[src/rtl/player_ctl_if.sv]
// Player controller types and the frame/button/sprite bundle between the VGA
// timing chain and the player-drawing stage.
package state_pkg;
  typedef enum logic [1:0] {
    IDLE  = 2'd0,
    RIGHT = 2'd1,
    LEFT  = 2'd2
  } State;
endpackage

interface player_ctl_if;
  import state_pkg::*;

  logic        vblnk;
  logic        en;
  logic        btn_left;
  logic        btn_right;
  logic        btn_jump;
  logic [11:0] xpos_player;
  logic [11:0] ypos_player;
  State        state;
  logic        airborne;

  modport master (
    output vblnk, en, btn_left, btn_right, btn_jump,
    input  xpos_player, ypos_player, state, airborne
  );

  modport slave (
    input  vblnk, en, btn_left, btn_right, btn_jump,
    output xpos_player, ypos_player, state, airborne
  );
endinterface

[src/rtl/player_ctl.sv]
// Per-frame player movement: clamped horizontal integrator plus a
// rise/apex/fall jump machine, both advanced once per vblank rising edge.
module player_ctl
  import state_pkg::*;
#(
  parameter int X_START     = 300,
  parameter int X_MIN       = 0,
  parameter int X_MAX       = 760,
  parameter int X_STEP      = 4,
  parameter int Y_GROUND    = 100,
  parameter int JUMP_H      = 80,
  parameter int JUMP_STEP   = 8,
  parameter int APEX_FRAMES = 4
) (
  input  logic       clk,
  input  logic       rst_n,
  player_ctl_if.slave pif
);

  localparam int APEX_W = $clog2(APEX_FRAMES + 1);

  typedef enum logic [1:0] {
    GROUND = 2'd0,
    RISE   = 2'd1,
    APEX   = 2'd2,
    FALL   = 2'd3
  } jump_state_t;

  // bit 0 = left, bit 1 = right, bit 2 = jump
  logic [2:0] btn_raw;
  logic [2:0] btn_sync;

  assign btn_raw = {pif.btn_jump, pif.btn_right, pif.btn_left};

  generate
    for (genvar gi = 0; gi < 3; gi++) begin : g_sync
      logic meta_reg;
      logic sync_reg;
      always_ff @(posedge clk or negedge rst_n) begin
        if (!rst_n) begin
          meta_reg <= 1'b0;
          sync_reg <= 1'b0;
        end else begin
          meta_reg <= btn_raw[gi];
          sync_reg <= meta_reg;
        end
      end
      assign btn_sync[gi] = sync_reg;
    end
  endgenerate

  logic              vblnk_prev_reg;
  logic              tick;
  logic [11:0]       x_reg, x_next;
  logic [11:0]       y_reg, y_next;
  logic [11:0]       h_reg, h_next;
  logic [APEX_W-1:0] apex_reg, apex_next;
  logic              jump_prev_reg, jump_prev_next;
  State              state_reg, state_next;
  jump_state_t       fsm_reg, fsm_next;
  logic [12:0]       x_sum;
  logic [12:0]       h_sum;

  // vblnk_prev tracks even while disabled so re-enabling mid-vblank is silent
  assign tick = pif.vblnk & ~vblnk_prev_reg & pif.en;

  always_ff @(posedge clk or negedge rst_n) begin
    if (!rst_n) begin
      vblnk_prev_reg <= 1'b0;
      x_reg          <= 12'(X_START);
      y_reg          <= 12'(Y_GROUND);
      h_reg          <= '0;
      apex_reg       <= '0;
      jump_prev_reg  <= 1'b0;
      state_reg      <= IDLE;
      fsm_reg        <= GROUND;
    end else begin
      vblnk_prev_reg <= pif.vblnk;
      x_reg          <= x_next;
      y_reg          <= y_next;
      h_reg          <= h_next;
      apex_reg       <= apex_next;
      jump_prev_reg  <= jump_prev_next;
      state_reg      <= state_next;
      fsm_reg        <= fsm_next;
    end
  end

  always_comb begin
    x_next         = x_reg;
    y_next         = y_reg;
    h_next         = h_reg;
    apex_next      = apex_reg;
    jump_prev_next = jump_prev_reg;
    state_next     = state_reg;
    fsm_next       = fsm_reg;
    x_sum          = '0;
    h_sum          = '0;

    if (tick) begin
      jump_prev_next = btn_sync[2];

      // Direction is reported even when the position is pinned at a limit
      if (btn_sync[0] && !btn_sync[1]) begin
        state_next = LEFT;
        x_next     = (x_reg < 12'(X_MIN + X_STEP)) ? 12'(X_MIN)
                                                   : x_reg - 12'(X_STEP);
      end else if (btn_sync[1] && !btn_sync[0]) begin
        state_next = RIGHT;
        x_sum      = {1'b0, x_reg} + 13'(X_STEP);
        x_next     = (x_sum > 13'(X_MAX)) ? 12'(X_MAX) : x_sum[11:0];
      end else begin
        state_next = IDLE;
      end

      case (fsm_reg)
        GROUND: begin
          if (btn_sync[2] && !jump_prev_reg) begin
            fsm_next = RISE;
            h_next   = 12'(JUMP_STEP);
          end
        end
        RISE: begin
          h_sum = {1'b0, h_reg} + 13'(JUMP_STEP);
          if (h_sum >= 13'(JUMP_H)) begin
            h_next    = 12'(JUMP_H);
            fsm_next  = APEX;
            apex_next = '0;
          end else begin
            h_next = h_sum[11:0];
          end
        end
        APEX: begin
          apex_next = apex_reg + APEX_W'(1);
          if (apex_reg == APEX_W'(APEX_FRAMES - 1)) begin
            fsm_next = FALL;
          end
        end
        FALL: begin
          if (h_reg <= 12'(JUMP_STEP)) begin
            h_next   = '0;
            fsm_next = GROUND;
          end else begin
            h_next = h_reg - 12'(JUMP_STEP);
          end
        end
        default: fsm_next = GROUND;
      endcase

      y_next = 12'(Y_GROUND) - h_next;
    end
  end

  assign pif.xpos_player = x_reg;
  assign pif.ypos_player = y_reg;
  assign pif.state       = state_reg;
  assign pif.airborne    = (fsm_reg != GROUND);

endmodule

[src/flat_wrapper.sv]
// flat-port wrapper written by rule: the top's interface ports become plain ports
module player_ctl_flat import state_pkg::*;
#(
  parameter int X_START     = 300,
  parameter int X_MIN       = 0,
  parameter int X_MAX       = 760,
  parameter int X_STEP      = 4,
  parameter int Y_GROUND    = 100,
  parameter int JUMP_H      = 80,
  parameter int JUMP_STEP   = 8,
  parameter int APEX_FRAMES = 4
)
  (clk, rst_n, pif_vblnk, pif_en, pif_btn_left, pif_btn_right, pif_btn_jump, pif_xpos_player, pif_ypos_player, pif_state, pif_airborne);
  player_ctl_if pif_i ();
  input  logic clk;
  input  logic rst_n;
  input wire logic [$bits(pif_i.vblnk)-1:0] pif_vblnk;
  input wire logic [$bits(pif_i.en)-1:0] pif_en;
  input wire logic [$bits(pif_i.btn_left)-1:0] pif_btn_left;
  input wire logic [$bits(pif_i.btn_right)-1:0] pif_btn_right;
  input wire logic [$bits(pif_i.btn_jump)-1:0] pif_btn_jump;
  output wire logic [$bits(pif_i.xpos_player)-1:0] pif_xpos_player;
  output wire logic [$bits(pif_i.ypos_player)-1:0] pif_ypos_player;
  output wire logic [$bits(pif_i.state)-1:0] pif_state;
  output wire logic [$bits(pif_i.airborne)-1:0] pif_airborne;
  assign pif_i.vblnk = pif_vblnk;
  assign pif_i.en = pif_en;
  assign pif_i.btn_left = pif_btn_left;
  assign pif_i.btn_right = pif_btn_right;
  assign pif_i.btn_jump = pif_btn_jump;
  assign pif_xpos_player = pif_i.xpos_player;
  assign pif_ypos_player = pif_i.ypos_player;
  assign pif_state = pif_i.state;
  assign pif_airborne = pif_i.airborne;
  player_ctl #(.X_START(X_START), .X_MIN(X_MIN), .X_MAX(X_MAX), .X_STEP(X_STEP), .Y_GROUND(Y_GROUND), .JUMP_H(JUMP_H), .JUMP_STEP(JUMP_STEP), .APEX_FRAMES(APEX_FRAMES)) u_core (.clk(clk), .rst_n(rst_n), .pif(pif_i));
endmodule
[config.mk]
export PLATFORM = sky130hd
export DESIGN_NAME = player_ctl_flat
export DESIGN_NICKNAME = d
export VERILOG_FILES = /design/src/rtl/player_ctl_if.sv /design/src/rtl/player_ctl.sv /design/src/flat_wrapper.sv
export SDC_FILE = /design/constraint.sdc
export NUM_CORES = 1
export LEC_CHECK = 0
export ABC_AREA = 1
export BUFFER_PORTS_ARGS = -buffer_cell sky130_fd_sc_hd__buf_4
export CORE_UTILIZATION = 65
export CTS_BUF_LIST = sky130_fd_sc_hd__clkbuf_2 sky130_fd_sc_hd__clkbuf_4 sky130_fd_sc_hd__clkbuf_8
export DETAILED_ROUTE_END_ITERATION = 10
export PLACE_DENSITY = 0.86
export SLEW_MARGIN = 20
export SYNTH_ARGS = -nofsm -noshare
export SYNTH_HDL_FRONTEND = slang
export SYNTH_SLANG_ARGS = --single-unit
export TNS_END_PERCENT = 1
[constraint.sdc]
create_clock -name clk -period 5.2 [get_ports clk]
set_input_delay 1.56 -clock clk [delete_from_list [all_inputs] [get_ports clk]]
set_output_delay 1.56 -clock clk [all_outputs]
set_load 0.01 [all_outputs]
==> impl_results.md, run 1 <==
* Count of boundary I/O pins at 34
* Antenna violation net count after detailed routing at 0
* Cell Count, Final, Fillers Out at 502
* Number of instances in the synthesized netlist at 407
* Minimum clock period at 3.44 ns
* Number of buffers added by the clock tree synthesis step at 5
* Post-synth top cells: 89 x sky130_fd_sc_hd__nand2_1, 42 x sky130_fd_sc_hd__inv_1, 41 x sky130_fd_sc_hd__dfrtp_1
* Largest area contributor in the netlist: sky130_fd_sc_hd__dfrtp_1
* Aggregate negative setup slack at 0 ns
* Power density over the cells at 583 mW/mm^2
* Kind of critical path: in2reg
* Final slew viol count at 0
* Layout Area Growth over Synthesis at 10.9%
* Most used flip-flop cell after synthesis: sky130_fd_sc_hd__dfrtp_1
* Average wire length per cell after detail routing at 13.5 um
* Total power after layout at 2.07 mW
* Largest net degree at the start of global routing at 49
* Count of routing violations after the opening detailed-route iteration at 186
* Library cells used by synthesis at 40
* Worst Setup Slack, final at 1.76 ns
* Aggregate global routing overflow at 0
* Global-route met1 utilization at 39.0%
* CP Data Arrival Time at 3.66 ns
* Worst-case clock skew at 0.00289 ns
* Total of warnings raised by yosys at 0
* Cell at the root of the clock tree: sky130_fd_sc_hd__clkbuf_8
* H-tree levels at 2
* Synth area leaders: sky130_fd_sc_hd__dfrtp_1 32%, sky130_fd_sc_hd__nand2_1 10%, sky130_fd_sc_hd__ha_1 5.9%, sky130_fd_sc_hd__dfstp_2 5.7%, sky130_fd_sc_hd__inv_1 4.9%
* Die area at 0.00521 mm^2
* RSZ-0062 raised after global routing: false
* Nets@finish at 456
* Post-place setup slack at 1.53 ns
* Type of origin of the critical path: primary input
* Area of the mapped netlist at 0.00320 mm^2
* Dpl cell area at 0.00345 mm^2
* Die H at 72.2 um
* Share of the synthesized area in the top cell type at 32.1%
* Clock tree from TritonCTS: done
* Post-synthesis area per instance at 7.86 um^2
* MaxCap Viol Count at 0
* Count of vias placed by the detailed router at 2,806
* Class of the tightest hold or removal check: reg2reg
* Routed vias/inst at 5.59
* Later-pin clock latency in the skew report at 0.30 ns
* Number of fillers in the final layout at 361
* All-layer global routing usage at 28.3%
* Aggregate routed wire length at 6750 um
* Via count of the first global-routing pass at 2,593
* Cts repair resizes at 0
* Num Clock Sinks at 48
* Buffers from clock root to sink, at most at 2
* Result of the run: finished, final reports clean
* Number of buffers added for setup after CTS at 0
* Setup-violating endpoint count in the final report at 0
* Initial core utilization at 67.7%
* Number of flops mapped to enable cells by yosys at 0
* Number of detailed-route iterations in the first pass at 5
* Die width at 72.2 um
* Antenna fix cells at 0
* Portion of the clock cycle consumed by the worst path in the final layout at 66.1%
* WHS at 0.354 ns
* Leakage at 1.81 nW
* IO Port Bufs at 31
* Area taken by multi-input logic gates at 0.00173 mm^2
* Detailed placement HPWL at 4880 um
* Slew of the pin with the lowest slew margin at 0.850 ns
* Placement Rows at 25
* First-pass GRT wire length at 11,600 um
* Max VDD drop at 0.293 mV
* Count of placed standard cells including taps at 494
* Clock Pin Slew Worst Setup and Hold Paths at 0.08 ns
* # DRC at 0
* Most frequent cell after synthesis: sky130_fd_sc_hd__nand2_1
* Critical Path End Type: flip-flop
* Met3 usage in global routing at 5.00%
* Core area at 0.00472 mm^2
* Number of flip-flops in the largest register at 12
* Met2 demand-to-capacity share in global routing at 45.3%
* FF/Latch Area at 0.00121 mm^2
* Initial antenna violation count at 0
* Sequential cell area fraction in the yosys report at 37.8%
* Total of flip-flops plus latches after synthesis at 48
* CP Data Required Time at 5.42 ns
* Final hold violation count at 0
* Fraction of registers with async set/reset at 100%
* Normalized max-slew margin at 43.1%
* Post-layout instance area at 0.00355 mm^2
* Most heavily used metal layer in global routing: met2
* Critical Path Fanout Max at 28
* End-of-flow core utilization at 75.1%
* Share of final-layout standard cells stronger than drive strength 1 at 21.4%
* RePlAce Congestion at 0.940
* Peak Freq at 291 MHz
* Post-CTS Hold Buffers at 0
## cell usage in the layout, fill, tap and decap left out, types with 11 or more instances in the layout
cell type                 count
sky130_fd_sc_hd__nand2_1     89
sky130_fd_sc_hd__inv_1       42
sky130_fd_sc_hd__dfrtp_1     41
sky130_fd_sc_hd__nor2_1      40
sky130_fd_sc_hd__buf_4       32
sky130_fd_sc_hd__nand3_1     22
sky130_fd_sc_hd__o21ai_0     18
sky130_fd_sc_hd__xor2_1      17
sky130_fd_sc_hd__a21oi_1     16
sky130_fd_sc_hd__ha_1        15
sky130_fd_sc_hd__nand4_1     11
## worst max-delay path, cell delays in order
cell	delay, ns
sky130_fd_sc_hd__buf_4	0.08
sky130_fd_sc_hd__nand2_1	0.05
sky130_fd_sc_hd__nor2_2	0.07
sky130_fd_sc_hd__buf_4	0.28
sky130_fd_sc_hd__inv_2	0.26
sky130_fd_sc_hd__nor2_1	0.71
sky130_fd_sc_hd__inv_2	0.19
sky130_fd_sc_hd__a21oi_1	0.16
sky130_fd_sc_hd__o21ai_0	0.09
sky130_fd_sc_hd__o21ai_0	0.10
sky130_fd_sc_hd__a22oi_1	0.09
## path summary, 6_finish.rpt
check	from	to	slack (ns)	cells after the start
worst min register to register	u_core.g_sync[2].meta_reg	u_core.g_sync[2].sync_reg	0.35	0
worst max register to register	u_core.h_reg[4]	u_core.pif.ypos_player[10]	2.75	18
max in group asynchronous	rst_n	u_core.apex_reg[0]	3.56	1
worst min-delay path	u_core.g_sync[2].meta_reg	u_core.g_sync[2].sync_reg	0.35	0
min in group asynchronous	rst_n	u_core.h_reg[7]	1.25	1
worst max-delay path	pif_vblnk	u_core.pif.xpos_player[8]	1.76	11
## power breakdown
part / internal, mW / switching (mW) / total [mW]
clock network: 0.113 / 0.120 / 0.233
registers: 0.506 / 0.151 / 0.657
logic: 0.440 / 0.738 / 1.18
total: 1.06 / 1.01 / 2.07
## routing by layer
layer / routed length [um] / share of wire, % / up-vias
li1: - / - / 1374
met1: 3110 / 46 / 1332
met2: 3210 / 48 / 90
met3: 349 / 5.2 / 10
met4: 82 / 1.2 / 0
met5: 0 / 0 / -
## kinds of logic after synthesis
logic type	synth area share, %
AO/OA/AOI/OAI	10.9
XOR/XNOR	5.20
other	0.117
AND/OR/NAND/NOR	31.6
buffers and inverters	8.25
flip-flops	37.8
multiplexers	0.313
adder cells (fa/ha/maj)	5.87
## final cells by class
class                   instances  area share [%]
multi-input cells             297            48.7
flip-flops and latches         48            34.1
clock inverters                 1           0.212
well taps                      67            2.36
repair buffers                 32            6.77
clock buffers                   7            2.54
inverters                      50            5.29
Power figures use the tool's default switching activity.
==> inputs of run 2 (changes only) <==
Settings changed: CORE_UTILIZATION 65 to 61, PLACE_DENSITY 0.86 to 0.81.
Clock period 5.2 ns to 3.2 ns, I/O delays scaled along.
==> run 2 against run 1 <==
Compared with the run above:
- register-to-register slack worse by 2.0 ns
- largest power group unchanged
- via count decreased by 2.8%
- total power is 69% higher
- critical endpoint is now u_core.pif.ypos_player[4]
- clock skew is 0.0075 ns higher
- global-route usage is 1.5 points lower
- die area is 6.4% higher
- critical path type is now reg2reg
==> impl_results.md, run 2 (synthesis gave the netlist of run 1 again) <==
* Cell Count, Final, Fillers Out at 502 (unchanged)
* Number of flip-flops in the largest register at 12 (unchanged)
* Clock tree from TritonCTS: done (unchanged)
* Via count of the first global-routing pass at 2,511 (was 2,593)
* Clock Pin Slew Worst Setup and Hold Paths at 0.10 ns (was 0.08 ns)
* Die area at 0.00554 mm^2 (was 0.00521 mm^2)
* First-pass GRT wire length at 11,400 um (was 11,600 um)
* End-of-flow core utilization at 73.5% (was 75.1%)
* Count of boundary I/O pins at 34 (unchanged)
* Portion of the clock cycle consumed by the worst path in the final layout at 77.8%
* Buffers from clock root to sink, at most at 2 (unchanged)
* WHS at 0.354 ns (about the same)
* Slowest cell on the critical path: sky130_fd_sc_hd__dfrtp_1 (was sky130_fd_sc_hd__nor2_1)
* Placement Rows at 25 (unchanged)
* Worst flop-to-flop path endpoint: u_core.pif.ypos_player[4] (was u_core.pif.ypos_player[10])
* Cts repair resizes at 0 (unchanged)
* Later-pin clock latency in the skew report at 0.30 ns (about the same)
* Post-layout instance area at 0.00359 mm^2 (was 0.00355 mm^2)
* Slew of the pin with the lowest slew margin at 0.611 ns (was 0.850 ns)
* RePlAce Congestion at 0.875 (was 0.940)
* Core area at 0.00488 mm^2 (was 0.00472 mm^2)
* Initial core utilization at 65.6% (was 67.7%)
* Die H at 74.4 um (was 72.2 um)
* Peak Freq at 402 MHz
* Dpl cell area at 0.00346 mm^2 (was 0.00345 mm^2)
* Die width at 74.4 um (was 72.2 um)
* Largest net degree at the start of global routing at 49 (unchanged)
* Type of origin of the critical path: flip-flop (was primary input)
* Depth of the worst register-to-register path at 14 (was 18)
* Minimum clock period at 2.49 ns
* Worst Setup Slack, final at 0.710 ns (was 1.76 ns)
* Most common library cell in the layout ignoring fill and taps: sky130_fd_sc_hd__nand2_1 (unchanged)
* Worst reg2reg startpoint: u_core.h_reg[3] (was u_core.h_reg[4])
* Worst-case clock skew at 0.0104 ns (was 0.00289 ns)
* Reg-to-reg slack, setup at 0.71 ns (was 2.75 ns)
* # DRC at 0 (unchanged)
* Final slew viol count at 0 (unchanged)
* Power density over the cells at 972 mW/mm^2 (was 583 mW/mm^2)
* Critical Path Fanout Max at 7 (was 28)
* CP Data Required Time at 3.40 ns (was 5.42 ns)
* Total power after layout at 3.48 mW (was 2.07 mW)
* Launch point of the worst hold path: u_core.g_sync[2].meta_reg (unchanged)
* Detailed placement HPWL at 4910 um (was 4880 um)
* Share of final-layout standard cells stronger than drive strength 1 at 21.4% (unchanged)
* Number of fillers in the final layout at 401 (was 361)
* Antenna violation net count after detailed routing at 0 (unchanged)
* Aggregate routed wire length at 6900 um (was 6750 um)
* Kind of critical path: reg2reg (was in2reg)
* Stage delay of the slowest cell on the critical path at 0.49 ns (was 0.71 ns)
* RSZ-0062 raised after global routing: false (unchanged)
* CP Data Arrival Time at 2.69 ns (was 3.66 ns)
* Nets@finish at 457 (was 456)
* Count of placed standard cells including taps at 495 (was 494)
* Number of buffers added by the clock tree synthesis step at 5 (unchanged)
* Count of vias placed by the detailed router at 2,727 (was 2,806)
* Aggregate negative setup slack at 0 ns (unchanged)
* Post-place setup slack at 0.790 ns (was 1.53 ns)
* Most frequent cells in the layout: 89 x sky130_fd_sc_hd__nand2_1, 42 x sky130_fd_sc_hd__inv_1, 41 x sky130_fd_sc_hd__dfrtp_1, 40 x sky130_fd_sc_hd__nor2_1, 33 x sky130_fd_sc_hd__buf_4 (was 89 x sky130_fd_sc_hd__nand2_1, 42 x sky130_fd_sc_hd__inv_1, 41 x sky130_fd_sc_hd__dfrtp_1, 40 x sky130_fd_sc_hd__nor2_1, 32 x sky130_fd_sc_hd__buf_4)
* MaxCap Viol Count at 0 (unchanged)
* Ordered list of cells on the worst path: inv_2 -> ha_1 -> nor2_1 -> nand3_2 -> nand2_4 -> nand2_4 -> nand3_2 -> nand2_1 -> ha_1 -> inv_1 -> nand3_1 -> a21oi_1 -> nand3b_1 -> nand2_1 (was buf_4 -> nand2_1 -> nor2_2 -> buf_4 -> inv_2 -> nor2_1 -> inv_2 -> a21oi_1 -> o21ai_0 -> o21ai_0 -> a22oi_1)
* Number of buffers added for setup after CTS at 0 (unchanged)
* Leakage at 1.83 nW (was 1.81 nW)
* Cell at the root of the clock tree: sky130_fd_sc_hd__clkbuf_8 (unchanged)
* Num Clock Sinks at 48 (unchanged)
* Result of the run: finished, final reports clean (unchanged)
* IO Port Bufs at 31 (unchanged)
* Layout Area Growth over Synthesis at 12.1% (was 10.9%)
* Post-CTS Hold Buffers at 0 (unchanged)
* Hold path depth at 0 (unchanged)
* All-layer global routing usage at 26.8% (was 28.3%)
* Initial antenna violation count at 0 (unchanged)
* Count of routing violations after the opening detailed-route iteration at 253 (was 186)
* Final hold violation count at 0 (unchanged)
* Normalized max-slew margin at 59.3% (was 43.1%)
* H-tree levels at 2 (unchanged)
* Class of the tightest hold or removal check: reg2reg (unchanged)
* Routed vias/inst at 5.43 (was 5.59)
* Number of detailed-route iterations in the first pass at 5 (unchanged)
* Antenna fix cells at 0 (unchanged)
* Max VDD drop at 0.472 mV (was 0.293 mV)
* Aggregate global routing overflow at 0 (unchanged)
* Worst Hold End: u_core.g_sync[2].sync_reg (unchanged)
* Critical Path End Type: flip-flop (unchanged)
* Average wire length per cell after detail routing at 13.8 um (was 13.5 um)
* Setup-violating endpoint count in the final report at 0 (unchanged)
## run 2: where the power goes
group | leakage (nW) | total (mW) | switching [mW] | internal (mW)
clock | 0.0642 | 0.513 | 0.205 | 0.308
combinational | 1.19 | 1.90 | 1.19 | 0.716
sequential | 0.573 | 1.07 | 0.246 | 0.822
total | 1.83 | 3.48 | 1.64 | 1.85
## run 2: cell type report
cell class / count / area, um^2 / area share, %
Multi-Input combinational cell: 297 / 1730 / 48.2
Sequential cell: 48 / 1210 / 33.7
Timing Repair Buffer: 33 / 248 / 6.91
Clock inverter: 2 / 60.1 / 1.67
Clock buffer: 5 / 68.8 / 1.92
Inverter: 50 / 188 / 5.23
Tap cell: 67 / 83.8 / 2.34
## run 2: worst max path at each step
stage | start | endpoint | slack, ns | cells past startpoint
3_3_place_gp | u_core.h_reg[4] | u_core.pif.ypos_player[8] | 0.87 | 17
4_1_cts | u_core.h_reg[3] | u_core.pif.ypos_player[4] | 0.72 | 14
5_1_grt | u_core.h_reg[3] | u_core.pif.ypos_player[10] | 0.47 | 16
2_1_floorplan | pif_en | u_core.pif.xpos_player[7] | 1.02 | 8
3_5_place_dp | u_core.h_reg[3] | u_core.pif.ypos_player[6] | 0.79 | 16
6_report | u_core.h_reg[3] | u_core.pif.ypos_player[4] | 0.71 | 14
## run 2: worst max-delay path: cells and delay by family, from the launching register on
kind / cells / cell delay, ns
AND/OR/NAND/NOR: 9 / 0.99
adder cells (fa/ha/maj): 2 / 0.54
flip-flops: 1 / 0.49
AO/OA/AOI/OAI: 1 / 0.19
buffers and inverters: 2 / 0.18
## run 2: metal layers
| metal | share of wire (%) | global-route usage, % | up-vias |
|---|---|---|---|
| li1 | - | - | 1362 |
| met1 | 46 | 35.9 | 1278 |
| met2 | 49 | 45.3 | 81 |
| met3 | 3.8 | 3.93 | 6 |
| met4 | 0.77 | 7.55 | 0 |
| met5 | 0 | 0 | - |
==> inputs of run 3 (changes only) <==
Settings changed: CORE_UTILIZATION 61 to 55, PLACE_DENSITY 0.81 to 0.77.
Clock period 3.2 ns to 2.21 ns, I/O delays scaled along.
==> run 3 against run 2 <==
Compared with the run above:
- combinational power increased by 77%
- critical path type unchanged
- clock power increased by 8.2%
- global-route usage decreased by 2.7 points
==> impl_results.md, run 3 (synthesis gave the netlist of run 1 again) <==
* Core area at 0.00554 mm^2 (was 0.00488 mm^2)
* Critical Path Fanout Max at 5 (was 7)
* RSZ-0062 raised after global routing: true (was false)
* Initial antenna violation count at 0 (unchanged)
* All-layer global routing usage at 24.1% (was 26.8%)
* Area taken by multi-input logic gates at 0.00185 mm^2 (was 0.00173 mm^2)
* Worst-case clock skew at 0.00430 ns (was 0.0104 ns)
* Final slew viol count at 0 (unchanged)
* IO Port Bufs at 31 (unchanged)
* Ordered list of cells on the worst path: inv_1 -> ha_1 -> nor2_1 -> nand3_2 -> nand2_4 -> buf_6 -> a21boi_4 -> nor2_4 -> buf_4 -> nand3_2 -> nand2_2 -> nand3_1 -> nand2_1 -> nand2_1 (was inv_2 -> ha_1 -> nor2_1 -> nand3_2 -> nand2_4 -> nand2_4 -> nand3_2 -> nand2_1 -> ha_1 -> inv_1 -> nand3_1 -> a21oi_1 -> nand3b_1 -> nand2_1)
* Class of the tightest hold or removal check: in2async (was reg2reg)
* CP Data Required Time at 2.41 ns (was 3.40 ns)
* Average wire length per cell after detail routing at 13.8 um (about the same)
* Number of detailed-route iterations in the first pass at 5 (unchanged)
* Slew of the pin with the lowest slew margin at 0.596 ns (was 0.611 ns)
* Die width at 78.3 um (was 74.4 um)
* Antenna fix cells at 0 (unchanged)
* Count of routing violations after the opening detailed-route iteration at 212 (was 253)
* Count of boundary I/O pins at 34 (unchanged)
* Worst flop-to-flop path endpoint: u_core.pif.ypos_player[8] (was u_core.pif.ypos_player[4])
* Most frequent cells in the layout: 84 x sky130_fd_sc_hd__nand2_1, 55 x sky130_fd_sc_hd__buf_4, 39 x sky130_fd_sc_hd__inv_1, 38 x sky130_fd_sc_hd__dfrtp_1, 37 x sky130_fd_sc_hd__nor2_1 (was 89 x sky130_fd_sc_hd__nand2_1, 42 x sky130_fd_sc_hd__inv_1, 41 x sky130_fd_sc_hd__dfrtp_1, 40 x sky130_fd_sc_hd__nor2_1, 33 x sky130_fd_sc_hd__buf_4)
* Clock tree from TritonCTS: done (unchanged)
* Number of flip-flops in the largest register at 12 (unchanged)
* Count of vias placed by the detailed router at 2,885 (was 2,727)
* Slowest cell on the critical path: sky130_fd_sc_hd__dfrtp_2 (was sky130_fd_sc_hd__dfrtp_1)
* Setup-violating endpoint count in the final report at 0 (unchanged)
* Portion of the clock cycle consumed by the worst path in the final layout at 99.9% (was 77.8%)
* Post-place setup slack at -0.00774 ns (was 0.790 ns)
* Nets@finish at 484 (was 457)
* Worst Setup Slack, final at 0.00169 ns (was 0.710 ns)
* Clock Pin Slew Worst Setup and Hold Paths at 0.09 ns (was 0.10 ns)
* Most common library cell in the layout ignoring fill and taps: sky130_fd_sc_hd__nand2_1 (unchanged)
* Leakage at 1.95 nW (was 1.83 nW)
* Stage delay of the slowest cell on the critical path at 0.42 ns (was 0.49 ns)
* # DRC at 0 (unchanged)
* Detailed placement HPWL at 5090 um (was 4910 um)
* Buffers from clock root to sink, at most at 2 (unchanged)
* Minimum clock period at 2.21 ns (was 2.49 ns)
* MaxCap Viol Count at 0 (unchanged)
* Initial core utilization at 57.7% (was 65.6%)
* Cell at the root of the clock tree: sky130_fd_sc_hd__clkbuf_8 (unchanged)
* Number of buffers added by the clock tree synthesis step at 5 (unchanged)
* Aggregate negative setup slack at 0 ns (unchanged)
* Reg-to-reg slack, setup at 0.002 ns (was 0.71 ns)
* Critical Path End Type: flip-flop (unchanged)
* Die area at 0.00613 mm^2 (was 0.00554 mm^2)
* Depth of the worst register-to-register path at 14 (unchanged)
* FF/Latch Area at 0.00121 mm^2 (about the same)
* Number of fillers in the final layout at 442 (was 401)
* Max VDD drop at 0.575 mV (was 0.472 mV)
* RePlAce Congestion at 0.930 (was 0.875)
* First-pass GRT wire length at 11,700 um (was 11,400 um)
* Routed vias/inst at 5.39 (was 5.43)
* Kind of critical path: reg2reg (unchanged)
* Result of the run: finished, final reports clean (unchanged)
* Largest net degree at the start of global routing at 49 (unchanged)
* Type of origin of the critical path: flip-flop (unchanged)
* Die H at 78.3 um (was 74.4 um)
* Worst reg2reg startpoint: u_core.h_reg[4] (was u_core.h_reg[3])
* Normalized max-slew margin at 60.3% (was 59.3%)
* Layout Area Growth over Synthesis at 22.3% (was 12.1%)
* Startpoint of the worst setup timing path: u_core.h_reg[4] (was u_core.h_reg[3])
* Final hold violation count at 0 (unchanged)
* Later-pin clock latency in the skew report at 0.30 ns (about the same)
* Aggregate routed wire length at 7360 um (was 6900 um)
* Placement Rows at 27 (was 25)
* Aggregate global routing overflow at 0 (unchanged)
* Power density over the cells at 1400 mW/mm^2 (was 972 mW/mm^2)
* Share of final-layout standard cells stronger than drive strength 1 at 32.4% (was 21.4%)
* Antenna violation net count after detailed routing at 0 (unchanged)
* Post-CTS Hold Buffers at 0 (unchanged)
* H-tree levels at 2 (unchanged)
* Critical Path End: u_core.pif.ypos_player[8] (was u_core.pif.ypos_player[4])
* Peak Freq at 453 MHz (was 402 MHz)
* Via count of the first global-routing pass at 2,581 (was 2,511)
* Num Clock Sinks at 48 (unchanged)
* CP Data Arrival Time at 2.41 ns (was 2.69 ns)
==> run 3: changes by cell type in the layout (fill, tap and decap cells not counted), sizes merged <==
cell	previous run	this run
bufinv	2	0
clkbuf	5	7
clkinvlp	0	1
buf	33	60
==> run 3: area by class of cell <==
cell class	instances	share of cell area, %
clock inverters	1	0.192
repair buffers	60	12.0
clock buffers	7	2.30
flip-flops and latches	48	31.0
inverters	50	4.80
well taps	72	2.30
multi-input cells	297	47.4
==> run 3: critical path: cells and delay by family (launching register included) <==
family | cells | cell delay, ns
and+or+nand+nor | 9 | 0.95
AOI/OAI and AO/OA | 1 | 0.06
DFF | 1 | 0.42
adders and majority gates | 1 | 0.32
buffers and inverters | 3 | 0.36
==> run 3: repair_timing <==
action,in CTS,in global routing
resized for setup,0,41
endpoints found under the setup margin,3,18
pin swaps,1,25
setup buffers,1,14
==> run 3: metrics by stage <==
| stage | total power, mW | instance area [um^2] | hold slack (ns) | instances | utilization, % |
|---|---|---|---|---|---|
| 2_1_floorplan | 3.57 | 3200 | 0.331 | 408 | - |
| 3_5_place_dp | 4.39 | 3550 | 0.338 | 512 | 64.2 |
| 6_report | 5.46 | 3910 | 0.351 | 535 | 70.6 |
| 3_3_place_gp | 4.32 | 3550 | 0.333 | 512 | 64.2 |
| 5_1_grt | 5.91 | 3910 | 0.362 | 535 | 70.6 |
| 4_1_cts | 4.98 | 3660 | 0.358 | 521 | 66.1 |
==> run 3: routing by layer <==
metal  GRT usage (%)  vias to the layer above  wire (um)
met5               0                        -          0
met4            5.56                        0        118
met3            3.49                       13        390
met2            39.8                      103       3560
met1            33.5                     1349       3290
li1                -                     1420          -
==> run 3: worst min path at each step <==
stage / from / slack (ns) / cells past startpoint / end
6_report: rst_n / 0.35 / 1 / u_core.h_reg[6]
5_1_grt: u_core.g_sync[0].meta_reg / 0.36 / 0 / u_core.g_sync[0].sync_reg
4_1_cts: u_core.g_sync[0].meta_reg / 0.36 / 0 / u_core.g_sync[0].sync_reg
3_5_place_dp: u_core.g_sync[0].meta_reg / 0.34 / 0 / u_core.g_sync[0].sync_reg
3_3_place_gp: u_core.g_sync[1].meta_reg / 0.33 / 0 / u_core.g_sync[1].sync_reg
2_1_floorplan: u_core.g_sync[0].meta_reg / 0.33 / 0 / u_core.g_sync[0].sync_reg
==> run 3: where the power goes <==
| group | leakage (nW) | switching, mW | internal [mW] |
|---|---|---|---|
| clock | 0.0479 | 0.288 | 0.267 |
| sequential | 0.569 | 0.347 | 1.19 |
| combinational | 1.33 | 1.96 | 1.41 |
| total | 1.95 | 2.59 | 2.87 |
